===== src/rtl/audio_sample_pacer_if.sv =====
// Purpose: producer-side push bus for audio_sample_pacer (one stereo pair per accepted beat).
// Latency: n/a (wires only).
// Backpressure: in_ready reflects FIFO space; a producer may ignore it and lose the pair.
interface audio_sample_pacer_if #(
    parameter int SAMPLE_W = 16
);
    logic                in_valid;
    logic                in_ready;
    logic [SAMPLE_W-1:0] in_left;
    logic [SAMPLE_W-1:0] in_right;

    // Producer side drives the pair, observes ready.
    modport master (
        output in_valid,
        output in_left,
        output in_right,
        input  in_ready
    );

    // Pacer side consumes the pair, drives ready.
    modport slave (
        input  in_valid,
        input  in_left,
        input  in_right,
        output in_ready
    );
endinterface


===== src/rtl/audio_sample_pacer.sv =====
// Purpose: stereo sample FIFO plus rate divider feeding the I2S/DSP serializer; optional macro AUDIO_PACER_UNDERRUN_MUTE_EN mutes outputs on underrun.
// Latency: a pair pushed into an empty FIFO reaches the outputs at the next tick (1..DIVIDER cycles).
// Backpressure: in_ready = level < depth (registered level only); pushes while full are dropped and counted.
module audio_sample_pacer #(
    parameter int DIVIDER    = 500,
    parameter int DEPTH_LOG2 = 4,
    parameter int SAMPLE_W   = 16
) (
    input  logic                  clk25,
    input  logic                  reset25_n,
    input  logic                  enable,
    audio_sample_pacer_if.slave   push,
    output logic [SAMPLE_W-1:0]   audio_left_sample,
    output logic [SAMPLE_W-1:0]   audio_right_sample,
    output logic                  audio_sample_clk,
    output logic [DEPTH_LOG2:0]   fifo_level,
    output logic [15:0]           underrun_cnt,
    output logic [15:0]           overflow_cnt
);
    localparam int                  DEPTH      = 1 << DEPTH_LOG2;
    localparam int                  CNT_W      = $clog2(DIVIDER);
    localparam logic [CNT_W-1:0]    CNT_LAST   = CNT_W'(DIVIDER - 1);
    localparam logic [CNT_W-1:0]    CNT_HALF   = CNT_W'(DIVIDER / 2);
    localparam logic [DEPTH_LOG2:0] LEVEL_FULL = (DEPTH_LOG2 + 1)'(DEPTH);

    logic [CNT_W-1:0]        cnt;
    logic [CNT_W-1:0]        cnt_nxt;
    logic                    tick;
    logic                    do_push;
    logic                    do_pop;
    logic                    drop;
    logic                    fifo_empty;
    logic [DEPTH_LOG2-1:0]   wr_ptr;
    logic [DEPTH_LOG2-1:0]   rd_ptr;
    logic [2*SAMPLE_W-1:0]   mem [DEPTH];
    logic [2*SAMPLE_W-1:0]   head;

    // Ready comes only from the registered level, so a pop never opens a same-cycle push slot.
    assign push.in_ready = (fifo_level < LEVEL_FULL);
    assign fifo_empty    = (fifo_level == '0);
    assign tick          = enable && (cnt == CNT_LAST);
    assign do_push       = push.in_valid && push.in_ready;
    assign drop          = push.in_valid && !push.in_ready;
    assign do_pop        = tick && !fifo_empty;
    assign head          = mem[rd_ptr];

    // Divider next state: parked at the last count while paused so resuming ticks at once.
    always_comb begin
        cnt_nxt = CNT_LAST;
        if (enable) begin
            cnt_nxt = (cnt == CNT_LAST) ? '0 : cnt + 1'b1;
        end
    end

    // Divider count and registered strobe; strobe is high for the first half of each period.
    always_ff @(posedge clk25 or negedge reset25_n) begin
        if (!reset25_n) begin
            cnt              <= CNT_LAST;
            audio_sample_clk <= 1'b0;
        end else begin
            cnt              <= cnt_nxt;
            audio_sample_clk <= enable && (cnt_nxt < CNT_HALF);
        end
    end

    // Sample storage; contents need no reset since level/pointers gate every read.
    always_ff @(posedge clk25) begin
        if (do_push) begin
            mem[wr_ptr] <= {push.in_left, push.in_right};
        end
    end

    // FIFO pointers and occupancy; simultaneous push and pop leave the level unchanged.
    always_ff @(posedge clk25 or negedge reset25_n) begin
        if (!reset25_n) begin
            wr_ptr     <= '0;
            rd_ptr     <= '0;
            fifo_level <= '0;
        end else begin
            if (do_push) begin
                wr_ptr <= wr_ptr + 1'b1;
            end
            if (do_pop) begin
                rd_ptr <= rd_ptr + 1'b1;
            end
            case ({do_push, do_pop})
                2'b10:   fifo_level <= fifo_level + 1'b1;
                2'b01:   fifo_level <= fifo_level - 1'b1;
                default: fifo_level <= fifo_level;
            endcase
        end
    end

    // Output pair register; updates only on a tick so data is stable for a full period.
    always_ff @(posedge clk25 or negedge reset25_n) begin
        if (!reset25_n) begin
            audio_left_sample  <= '0;
            audio_right_sample <= '0;
        end else if (do_pop) begin
            audio_left_sample  <= head[2*SAMPLE_W-1:SAMPLE_W];
            audio_right_sample <= head[SAMPLE_W-1:0];
        end else if (tick) begin
`ifdef AUDIO_PACER_UNDERRUN_MUTE_EN
            // Underrun: emit silence rather than repeating the stale pair.
            audio_left_sample  <= '0;
            audio_right_sample <= '0;
`else
            // Underrun: hold the last popped pair.
            audio_left_sample  <= audio_left_sample;
            audio_right_sample <= audio_right_sample;
`endif
        end
    end

    // Saturating error counters: empty ticks and dropped pushes.
    always_ff @(posedge clk25 or negedge reset25_n) begin
        if (!reset25_n) begin
            underrun_cnt <= '0;
            overflow_cnt <= '0;
        end else begin
            if (tick && fifo_empty && (underrun_cnt != 16'hFFFF)) begin
                underrun_cnt <= underrun_cnt + 16'd1;
            end
            if (drop && (overflow_cnt != 16'hFFFF)) begin
                overflow_cnt <= overflow_cnt + 16'd1;
            end
        end
    end
endmodule


===== src/flat_wrapper.sv =====
// flat-port wrapper written by rule: the top's interface ports become plain ports
module audio_sample_pacer_flat 
#(
    parameter int DIVIDER    = 500,
    parameter int DEPTH_LOG2 = 4,
    parameter int SAMPLE_W   = 16
)
  (clk25, reset25_n, enable, audio_left_sample, audio_right_sample, audio_sample_clk, fifo_level, underrun_cnt, overflow_cnt, push_in_valid, push_in_left, push_in_right, push_in_ready);
  audio_sample_pacer_if #(.SAMPLE_W(SAMPLE_W)) push_i ();
  input  logic clk25;
  input  logic reset25_n;
  input  logic enable;
  output logic [SAMPLE_W-1:0] audio_left_sample;
  output logic [SAMPLE_W-1:0] audio_right_sample;
  output logic audio_sample_clk;
  output logic [DEPTH_LOG2:0] fifo_level;
  output logic [15:0] underrun_cnt;
  output logic [15:0] overflow_cnt;
  input wire logic [$bits(push_i.in_valid)-1:0] push_in_valid;
  input wire logic [$bits(push_i.in_left)-1:0] push_in_left;
  input wire logic [$bits(push_i.in_right)-1:0] push_in_right;
  output wire logic [$bits(push_i.in_ready)-1:0] push_in_ready;
  assign push_i.in_valid = push_in_valid;
  assign push_i.in_left = push_in_left;
  assign push_i.in_right = push_in_right;
  assign push_in_ready = push_i.in_ready;
  audio_sample_pacer #(.DIVIDER(DIVIDER), .DEPTH_LOG2(DEPTH_LOG2), .SAMPLE_W(SAMPLE_W)) u_core (.clk25(clk25), .reset25_n(reset25_n), .enable(enable), .push(push_i), .audio_left_sample(audio_left_sample), .audio_right_sample(audio_right_sample), .audio_sample_clk(audio_sample_clk), .fifo_level(fifo_level), .underrun_cnt(underrun_cnt), .overflow_cnt(overflow_cnt));
endmodule

===== config.mk =====
export PLATFORM = sky130hd
export DESIGN_NAME = audio_sample_pacer_flat
export DESIGN_NICKNAME = d
export VERILOG_FILES = /design/src/rtl/audio_sample_pacer_if.sv /design/src/rtl/audio_sample_pacer.sv /design/src/flat_wrapper.sv
export SDC_FILE = /design/constraint.sdc
export NUM_CORES = 1
export LEC_CHECK = 0
export CAP_MARGIN = 0
export CELL_PAD_IN_SITES_DETAIL_PLACEMENT = 1
export CELL_PAD_IN_SITES_GLOBAL_PLACEMENT = 2
export CORE_UTILIZATION = 47
export CTS_BUF_LIST = sky130_fd_sc_hd__clkbuf_2
export CTS_CLUSTER_DIAMETER = 50
export CTS_CLUSTER_SIZE = 25
export DETAILED_ROUTE_END_ITERATION = 8
export PLACE_DENSITY = 0.85
export SYNTH_ARGS = -nofsm -noshare
export SYNTH_HDL_FRONTEND = slang
export SYNTH_SLANG_ARGS = --single-unit

===== constraint.sdc =====
create_clock -name clk25 -period 4 [get_ports clk25]
set_input_delay 1.2 -clock clk25 [delete_from_list [all_inputs] [get_ports clk25]]
set_output_delay 1.2 -clock clk25 [all_outputs]
set_load 0.01 [all_outputs]

== Yosys cells after proc, flatten, opt, wreduce, memory -nomap -nowiden ==
Memories as Yosys holds them, arrays and structs flattened. A register that Yosys moved wholly into a read port is not among the register bits.
Cells that the tools add are included.
W data, S select, Z words.
Operators by class
  reductions and logical operators: 13
  $lt $le $gt $ge: 2
  equality and inequality tests: 5
  muxes and demuxes: 5
  add/sub/neg operators: 7
Operators by type and width (count)
  $add A16 B1 Y16 const B: 2
  $ne A16 B16 Y1 const B: 2
  $mux W9: 2
  $pmux W5 S2: 1
  $add A9 B1 Y9 const B: 1
  $eq A9 B9 Y1 const B: 1
  $lt A9 B8 Y1 const B: 1
  $add A4 B1 Y4 const B: 2
  $logic_and A1 B1 Y1: 8
  $add A5 B1 Y5 const B: 1
  $logic_not A5 Y1: 1
  $lt A5 B5 Y1 const B: 1
  $sub A5 B1 Y5 const B: 1
  $logic_not A1 Y1: 3
  $eq A2 B1 Y1 const B: 1
  $eq A2 B2 Y1 const B: 1
  $mux W1: 2
  $reduce_bool A2 Y1: 1
Word-level totals
  output and inout port bits: 71
  bits in registers: 55
  bits in writable memories: 512
  memories: 1
Memories
  u_core.mem: depth 16, bits a word 32, read ports 1, clocked after Yosys merged registers in 1, write ports 1, RTL line audio_sample_pacer.sv:35  | logic [2*SAMPLE_W-1:0] mem [DEPTH];

== Logic depth before layout (Yosys ltp) ==
Gate-level depths: netlist (run 1).
  word-level depth: 5
  mapped depth: 15
  mapped depth without buffers: 13

== Least setup slack after synthesis (run 1) ==
Ideal clock, no wire load.
  kind: input to register
  start: input port enable
  end: register u_core.fifo_level[4]
  stages: 11
  setup time: 0.124 ns
  data arrival time: 3.053 ns
  path slack: 0.823 ns
  required time: 3.876 ns
  buffers on the path: 2
  path through: clkbuf_1 -> nand3_2 -> inv_2 -> buf_2 -> ha_1 -> xor2_1 -> ha_1 -> nor2_1 -> a222oi_1 -> nor2_1 -> xnor2_1
On the way
  word-level cells in the longest chain between the ends: 4
  elaborated cells on any way between the ends: 6
  classes of those cells: 2 x eq/ne; 1 x mux; 3 x reduce/logical
RTL lines
  start, declared: RTL line flat_wrapper.sv:12  | input logic enable;
  $logic_and A1 B1 Y1 (*): RTL line audio_sample_pacer.sv:41  | assign tick = enable && (cnt == CNT_LAST);
  $logic_and A1 B1 Y1 (*): RTL line audio_sample_pacer.sv:44  | assign do_pop = tick && !fifo_empty;
  named net u_core.do_pop: RTL line audio_sample_pacer.sv:30  | logic do_pop;
  $eq A2 B1 Y1 / $eq A2 B2 Y1 (equally long branches): RTL line audio_sample_pacer.sv:86  | case ({do_push, do_pop})
  $pmux W5 S2 / $reduce_bool A2 Y1 (equally long branches)
  end signal, assigned: RTL line audio_sample_pacer.sv:87  | 2'b10: fifo_level <= fifo_level + 1'b1;
  end signal, assigned: RTL line audio_sample_pacer.sv:88  | 2'b01: fifo_level <= fifo_level - 1'b1;
  end signal, assigned: RTL line audio_sample_pacer.sv:89  | default: fifo_level <= fifo_level;
  end, declared: RTL line audio_sample_pacer.sv:16  | output logic [DEPTH_LOG2:0] fifo_level,
The timed path passes the listed nets; every way through them passes the cells marked *.
A chain may end at the register's enable or synchronous reset.

== Worst setup path in the final report (run 1) ==
  start: register u_core.fifo_level[4]
  end: output port push_in_ready
On the way
  word-level cells in the longest chain between the ends: 1
RTL lines
  $lt A5 B5 Y1: RTL line audio_sample_pacer.sv:39  | assign push.in_ready = (fifo_level < LEVEL_FULL);
  end, declared: RTL line flat_wrapper.sv:22  | output wire logic [$bits(push_i.in_ready)-1:0] push_in_ready;
No other way between the ends.

==> impl_metrics.csv, run 1 <==
group,metric,value,unit
yosys,syn_area_per_cell,19.95,µm²
final_layout,mostFrequentLayoutCells,"edfxtp_1, mux4_2, clkdlybuf4s50_1",
global_route,track_usage,20.76,%
floorplan,start_util,47.73,%
final_layout,layout_commonest_cell,"edfxtp_1",
worst_setup_path,slowest_delay,0.57,ns
yosys,synthFlopType,"edfxtp_1",
yosys,synth_top_area_share,65.81,%
timing,tightestPinTransition,1.034,ns
drt,via_per_inst,5.751,
global_route,grt_max_degree,80,
drt,met3_length,2.140,mm
floorplan,die_y,225.0,µm
global_route,grt-ovfl-total,0,
timing,slew_violations,0,
drt,dr_wl_met2,25.98,mm
floorplan,core,48950,µm²
worst_hold_path,min_path_type,"reg2reg",
global_route,grt_pass1_vias,12680,
drt,wl_per_cell,25.01,µm
final_layout,nets,1363,
drt,wl_met1,21.28,mm
place,place_area,25540,µm²
timing,timing_hold_violations_final,0,
drt,ant_nets,0,
timing,min_period_over_period,88.35,%
power,peakVddDrop,288.5,µV
worst_setup_path,path_cells,"inv_1 -> clkdlybuf4s50_1",
worst_setup_path,slowest_stage,"clkdlybuf4s50_1",
yosys,seq_area_frac_synth,75.17,%
clock_tree,htree_levels,2,
yosys,syn_inst,1171,
clock_tree,clk_latency,1.17,ns
worst_setup_path,cp-start-kind,"flop",
yosys,synth_edf_count,512,
timing,setup_violations,0,
worst_setup_path,path_max_fanout,6,
yosys,async_flop_share,14.52,%
floorplan,rows,81,
final_layout,syn_to_final_growth,12.32,%
place,place_hpwl,30.84,mm
clock_tree,cts_buffers,50,
yosys,ys_top_cells_by_area,"edfxtp_1, mux4_2, dfrtp_1",
clock_tree,clkSlewWorstSetupHoldPaths,0.25,ns
global_route,grt_pass1_wl,77.67,mm
clock_tree,cts_tree,"built",
worst_setup_path,worstPathArrival,2.33,ns
worst_setup_path,path_delay_family,"buffers and inverters",
final_layout,drive_above_1_share,22.40,%
yosys,synth_cell_types,48,
worst_setup_path,criticalPathCategory,"reg2out",
global_route,antenna_found_initial,1,
timing,finalSetupTns,0,ns
clock_tree,clk_path_buf_depth,3,
power,leakagePower,0.008400,µW
drt,drc,0,
place,place.gp.congestion,0.7639,
power,p_per_area,577.9,nW/µm²
status,status,"completed",
yosys,syn_nets,1218,
worst_setup_path,worst-path-buf-inv,2,
timing,skew,0.06747,ns
floorplan,die_area,50600,µm²
clock_tree,ctsResizeCount,0,
final_layout,fin_area,26240,µm²
yosys,synth_area,23360,µm²
drt,vias,11630,
floorplan,ios,107,
worst_setup_path,required,2.80,ns
place,io_buffer_count,106,
worst_setup_path,endpoint_kind,"output pin",
drt,dr.pass1.iters,4,
flow_run,max-cap-violations,0,
drt,top_layer,"met4",
timing,slew_headroom,31.04,%
drt,drt_iter0_drc,843,
floorplan,die_w,225.0,µm
final_layout,finish.utilization,53.61,%
clock_tree,clock-sinks,599,
timing,grt_setup_unrepaired,"no",
clock_tree,root_buffer,"clkbuf_2",
timing,period_needed,3.534,ns
yosys,synth_top_area_cell,"edfxtp_1",
yosys,ys_seq_elements,599,
drt,drt_wl_total,50.56,mm
yosys,yosys_warnings,0,
timing,fmax,283.0,MHz
[sequential cells by signal (all words and copies together), names as in the netlist, 5 cells and up]
| name | cells |
|---|---|
| u_core.audio_right_sample | 16 |
| u_core.mem | 512 |
| u_core.overflow_cnt | 16 |
| u_core.underrun_cnt | 16 |
| u_core.audio_left_sample | 16 |
| u_core.fifo_level | 5 |
| u_core.cnt | 9 |
[through the flow]
stage	hold WS, ns	total power [µW]	cells	setup WS (ns)
floorplan	0.4930	10710	1171	0.8232
global placement	0.4869	12250	1927	0.3041
detailed placement	0.4924	12430	1927	0.2911
CTS	0.4281	15380	2021	0.2861
global route	0.4904	15880	2022	0.2904
finish	0.5134	15160	2022	0.4659
[kinds of logic after synthesis]
| kind of cell | synth area share, % |
|---|---|
| buffers and inverters | 1.285 |
| XOR/XNOR | 1.612 |
| flip-flops | 75.17 |
| adder cells (fa/ha/maj) | 0.5891 |
| AND/OR/NAND/NOR | 4.413 |
| multiplexers | 14.04 |
| AO/OA/AOI/OAI | 2.892 |
[area by class of cell]
type / instances / area [µm²]
clock buffer: 53 / 265.3
fill: 4387 / 22710
clock inverter: 40 / 426.7
multi-input combinational: 505 / 5523
timing repair buffer: 151 / 1587
tap: 664 / 830.8
sequential: 599 / 17570
inverter: 9 / 33.78
antenna: 1 / 2.502
[report_power, final]
part | internal, µW | switching (µW)
registers | 7350 | 610
clock network | 671 | 2290
logic | 2230 | 2010
[timing repair]
action | in CTS | in global routing
endpoints found under the hold margin | 40 | 0
setup endpoints to repair | 0 | 0
setup buffers | 0 | 0
hold buffers | 1 | 0
[final timing paths]
path                                                  endpoint  slack [ns]  cells after the start                          startpoint
setup reg to reg              u_core.fifo_level[4]$_DFFE_PN0P_        0.72                     13             u_core.cnt[0]$_DFF_PN1_
min in group asynchronous  u_core.underrun_cnt[10]$_DFFE_PN0P_        0.56                      2                           reset25_n
hold reg to reg             u_core.underrun_cnt[8]$_DFFE_PN0P_        0.51                      1  u_core.underrun_cnt[8]$_DFFE_PN0P_
max in group asynchronous              u_core.cnt[8]$_DFF_PN1_        2.57                      3                           reset25_n
hold / removal              u_core.underrun_cnt[8]$_DFFE_PN0P_        0.51                      1  u_core.underrun_cnt[8]$_DFFE_PN0P_
setup / recovery                                 push_in_ready        0.47                      2    u_core.fifo_level[4]$_DFFE_PN0P_
[routing by layer]
metal	global-route usage [%]	vias up
met5	0	-
met4	6.298	0
met3	3.077	85
met2	35.66	256
met1	27.48	6231
li1	-	5056
[cells in the mapped netlist, types with 2 or more instances]
cell type	instances
nor3_1	10
nand3b_1	2
inv_1	8
mux2_2	5
xnor2_1	32
buf_4	5
nand2b_1	3
nand3_1	20
nand4_1	12
mux2i_1	33
a222oi_1	2
and4_1	3
dfrtp_1	80
nor2_1	55
edfxtp_1	512
dfstp_2	7
and3_1	6
xor2_1	11
mux4_2	128
a21oi_1	3
o21ai_0	11
a211oi_1	33
and2_1	18
nand2_1	23
buf_1	7
ha_1	11
a31oi_1	2
clkbuf_1	27
a2111oi_0	33
nor2b_1	34
buf_2	18
Power figures use the tool's default switching activity.
==> run 2, diff against run 1 <==
--- a/config.mk
+++ b/config.mk
@@ -8,6 +8,7 @@
 export CAP_MARGIN = 0
 export CELL_PAD_IN_SITES_DETAIL_PLACEMENT = 1
 export CELL_PAD_IN_SITES_GLOBAL_PLACEMENT = 2
+export CORE_ASPECT_RATIO = 0.9
 export CORE_UTILIZATION = 47
 export CTS_BUF_LIST = sky130_fd_sc_hd__clkbuf_2
 export CTS_CLUSTER_DIAMETER = 50
==> run 2 against run 1 <==
Die area about the same; worst hold slack worse by 0.030 ns; routed wire length rose by 2.1%; core utilization decreased by 0.19 points; sequential share of layout area is essentially flat; critical path type unchanged; highest routed layer is now met5.
==> impl_metrics.csv, run 2 (same netlist as run 1, synthesis figures left out) <==
group,metric,value,unit
status,status,"completed",
timing,grt_setup_unrepaired,"no",
global_route,antenna_found_initial,5,
clock_tree,cts_buffers,44,
global_route,use_met3,3.862,%
timing,tightestPinTransition,0.9286,ns
drt,dr.pass1.iters,6,
timing,timing_hold_violations_final,0,
floorplan,rows,77,
clock_tree,root_buffer,"clkbuf_2",
drt,via_per_inst,5.860,
clock_tree,post_cts_buffers,0,
worst_setup_path,cp.depth,2,
worst_setup_path,path_delay_family,"buffers and inverters",
worst_setup_path,path_max_fanout,6,
flow_run,max-cap-violations,0,
worst_setup_path,slowest_delay,0.55,ns
worst_setup_path,cp-start-kind,"flop",
clock_tree,ctsResizeCount,0,
timing,min_period_over_period,88.14,%
place,place_area,25480,µm²
final_layout,multi_input_area,5523,µm²
final_layout,layout_commonest_cell,"edfxtp_1",
floorplan,die_y,213.5,µm
global_route,grt_use_met1,28.67,%
timing,holdWs,0.4839,ns
global_route,grt-ovfl-total,0,
power,leakagePower,0.008424,µW
drt,drc,0,
floorplan,start_util,47.55,%
timing,slew_violations,0,
final_layout,fin_area,26250,µm²
power,peakVddDrop,374.8,µV
clock_tree,clock-sinks,599,
floorplan,core,49130,µm²
floorplan,die_w,237.0,µm
drt,drt_wl_total,51.65,mm
global_route,gr-usage-met2,35.77,%
worst_setup_path,worstPathArrival,2.33,ns
global_route,busiest_layer,"met2",
worst_setup_path,worst-path-buf-inv,2,
place,io_buffer_count,106,
final_layout,mostFrequentLayoutCells,"edfxtp_1, mux4_2, clkdlybuf4s50_1",
power,seqPwrFrac,51.9,%
timing,finalSetupTns,0,ns
worst_setup_path,path_cells,"inv_1 -> clkdlybuf4s50_1",
final_layout,fillers,4378,
place,place.gp.congestion,0.7811,
worst_setup_path,required,2.80,ns
timing,skew,0.1288,ns
worst_hold_path,min_path_type,"in2async",
power,comb_power_share,28.2,%
worst_setup_path,rr_worst_depth,11,
power,p_int,10290,µW
global_route,track_usage,21.07,%
timing,period_needed,3.525,ns
clock_tree,htree_levels,2,
drt,ant_nets,0,
power,clockPowerShare,20.0,%
power,switching_share,32.59,%
clock_tree,clk_path_buf_depth,3,
final_layout,nets,1365,
final_layout,seqCellArea,17570,µm²
power,p_per_area,581.7,nW/µm²
floorplan,die_area,50600,µm²
global_route,grt_pass1_vias,12760,
global_route,grt_max_degree,55,
timing,fmax,283.7,MHz
timing,slew_headroom,38.09,%
timing,setup_violations,0,
clock_tree,clk_latency,1.21,ns
floorplan,ios,107,
worst_setup_path,criticalPathCategory,"reg2out",
worst_setup_path,endpoint_kind,"output pin",
power,p_switching,4975,µW
final_layout,regMostFlops,"u_core.mem",
clock_tree,cts_tree,"built",
final_layout,syn_to_final_growth,12.34,%
drt,vias,11670,
global_route,grt_pass1_wl,78.90,mm
final_layout,drive_above_1_share,22.30,%
worst_setup_path,slowest_stage,"clkdlybuf4s50_1",
final_layout,largest_register_ffs,512,
place,place_hpwl,32.01,mm
drt,wl_per_cell,25.93,µm
clock_tree,clkSlewWorstSetupHoldPaths,0.38,ns
drt,drt_iter0_drc,905,
-- run 2: cell types whose count changed in the layout (fill, tap and decap cells not counted), sizes merged, moves of 2 or more --
cell / change
inv: -10
diode: +5
clkinvlp: -2
clkinv: +6
clkbuf: -6
buf: +8
-- run 2: layout make-up --
cell class	count	share of cell area, %
Timing Repair Buffer	159	5.988
Inverter	9	0.1287
Clock inverter	35	1.921
Multi-Input combinational cell	505	21.04
Sequential cell	599	66.95
Antenna cell	6	0.05721
Tap cell	632	3.013
Clock buffer	47	0.8963
-- run 2: final timing paths --
kind                                                          from                                       end  slack (ns)
worst max-delay path              u_core.fifo_level[4]$_DFFE_PN0P_                             push_in_ready        0.47
worst min-delay path                                     reset25_n  u_core.audio_left_sample[12]$_DFFE_PN0P_        0.48
worst max register to register             u_core.cnt[0]$_DFF_PN1_          u_core.fifo_level[3]$_DFFE_PN0P_        0.87
worst min register to register  u_core.underrun_cnt[8]$_DFFE_PN0P_        u_core.underrun_cnt[8]$_DFFE_PN0P_        0.53
max in group asynchronous                                reset25_n  u_core.audio_right_sample[6]$_DFFE_PN0P_        2.67
min in group clk25              u_core.underrun_cnt[8]$_DFFE_PN0P_        u_core.underrun_cnt[8]$_DFFE_PN0P_        0.53
-- run 2: power by group through the flow --
stage          sequential, µW  clock [µW]  combinational (µW)
3_5_place_dp             8070           0                4360
4_1_cts                  7930        3150                4380
3_3_place_gp             8020           0                4230
5_1_grt                  8000        3340                4680
6_report                 7920        3050                4300
2_1_floorplan            7850           0                2860
-- run 2: per-stage QoR --
stage / cells / utilization, % / total power, µW / setup WS [ns]
2_1_floorplan: 1171 / - / 10710 / 0.8232
3_3_place_gp: 1903 / 51.86 / 12250 / 0.5332
3_5_place_dp: 1903 / 51.86 / 12420 / 0.4795
4_1_cts: 1986 / 53.38 / 15460 / 0.3095
5_1_grt: 1992 / 53.41 / 16030 / 0.2499
6_report: 1992 / 53.41 / 15270 / 0.4745
-- run 2: metal layers --
| layer | routed length (µm) | up-vias |
|---|---|---|
| met5 | 14 | - |
| met4 | 932 | 2 |
| met3 | 2754 | 69 |
| met2 | 25530 | 325 |
| met1 | 22410 | 6230 |
| li1 | - | 5047 |
-- run 2: what timing repair did --
item,4_1_cts,5_1_grt
endpoints found under the setup margin,0,0
hold buffers,1,0
hold endpoints to repair,37,0
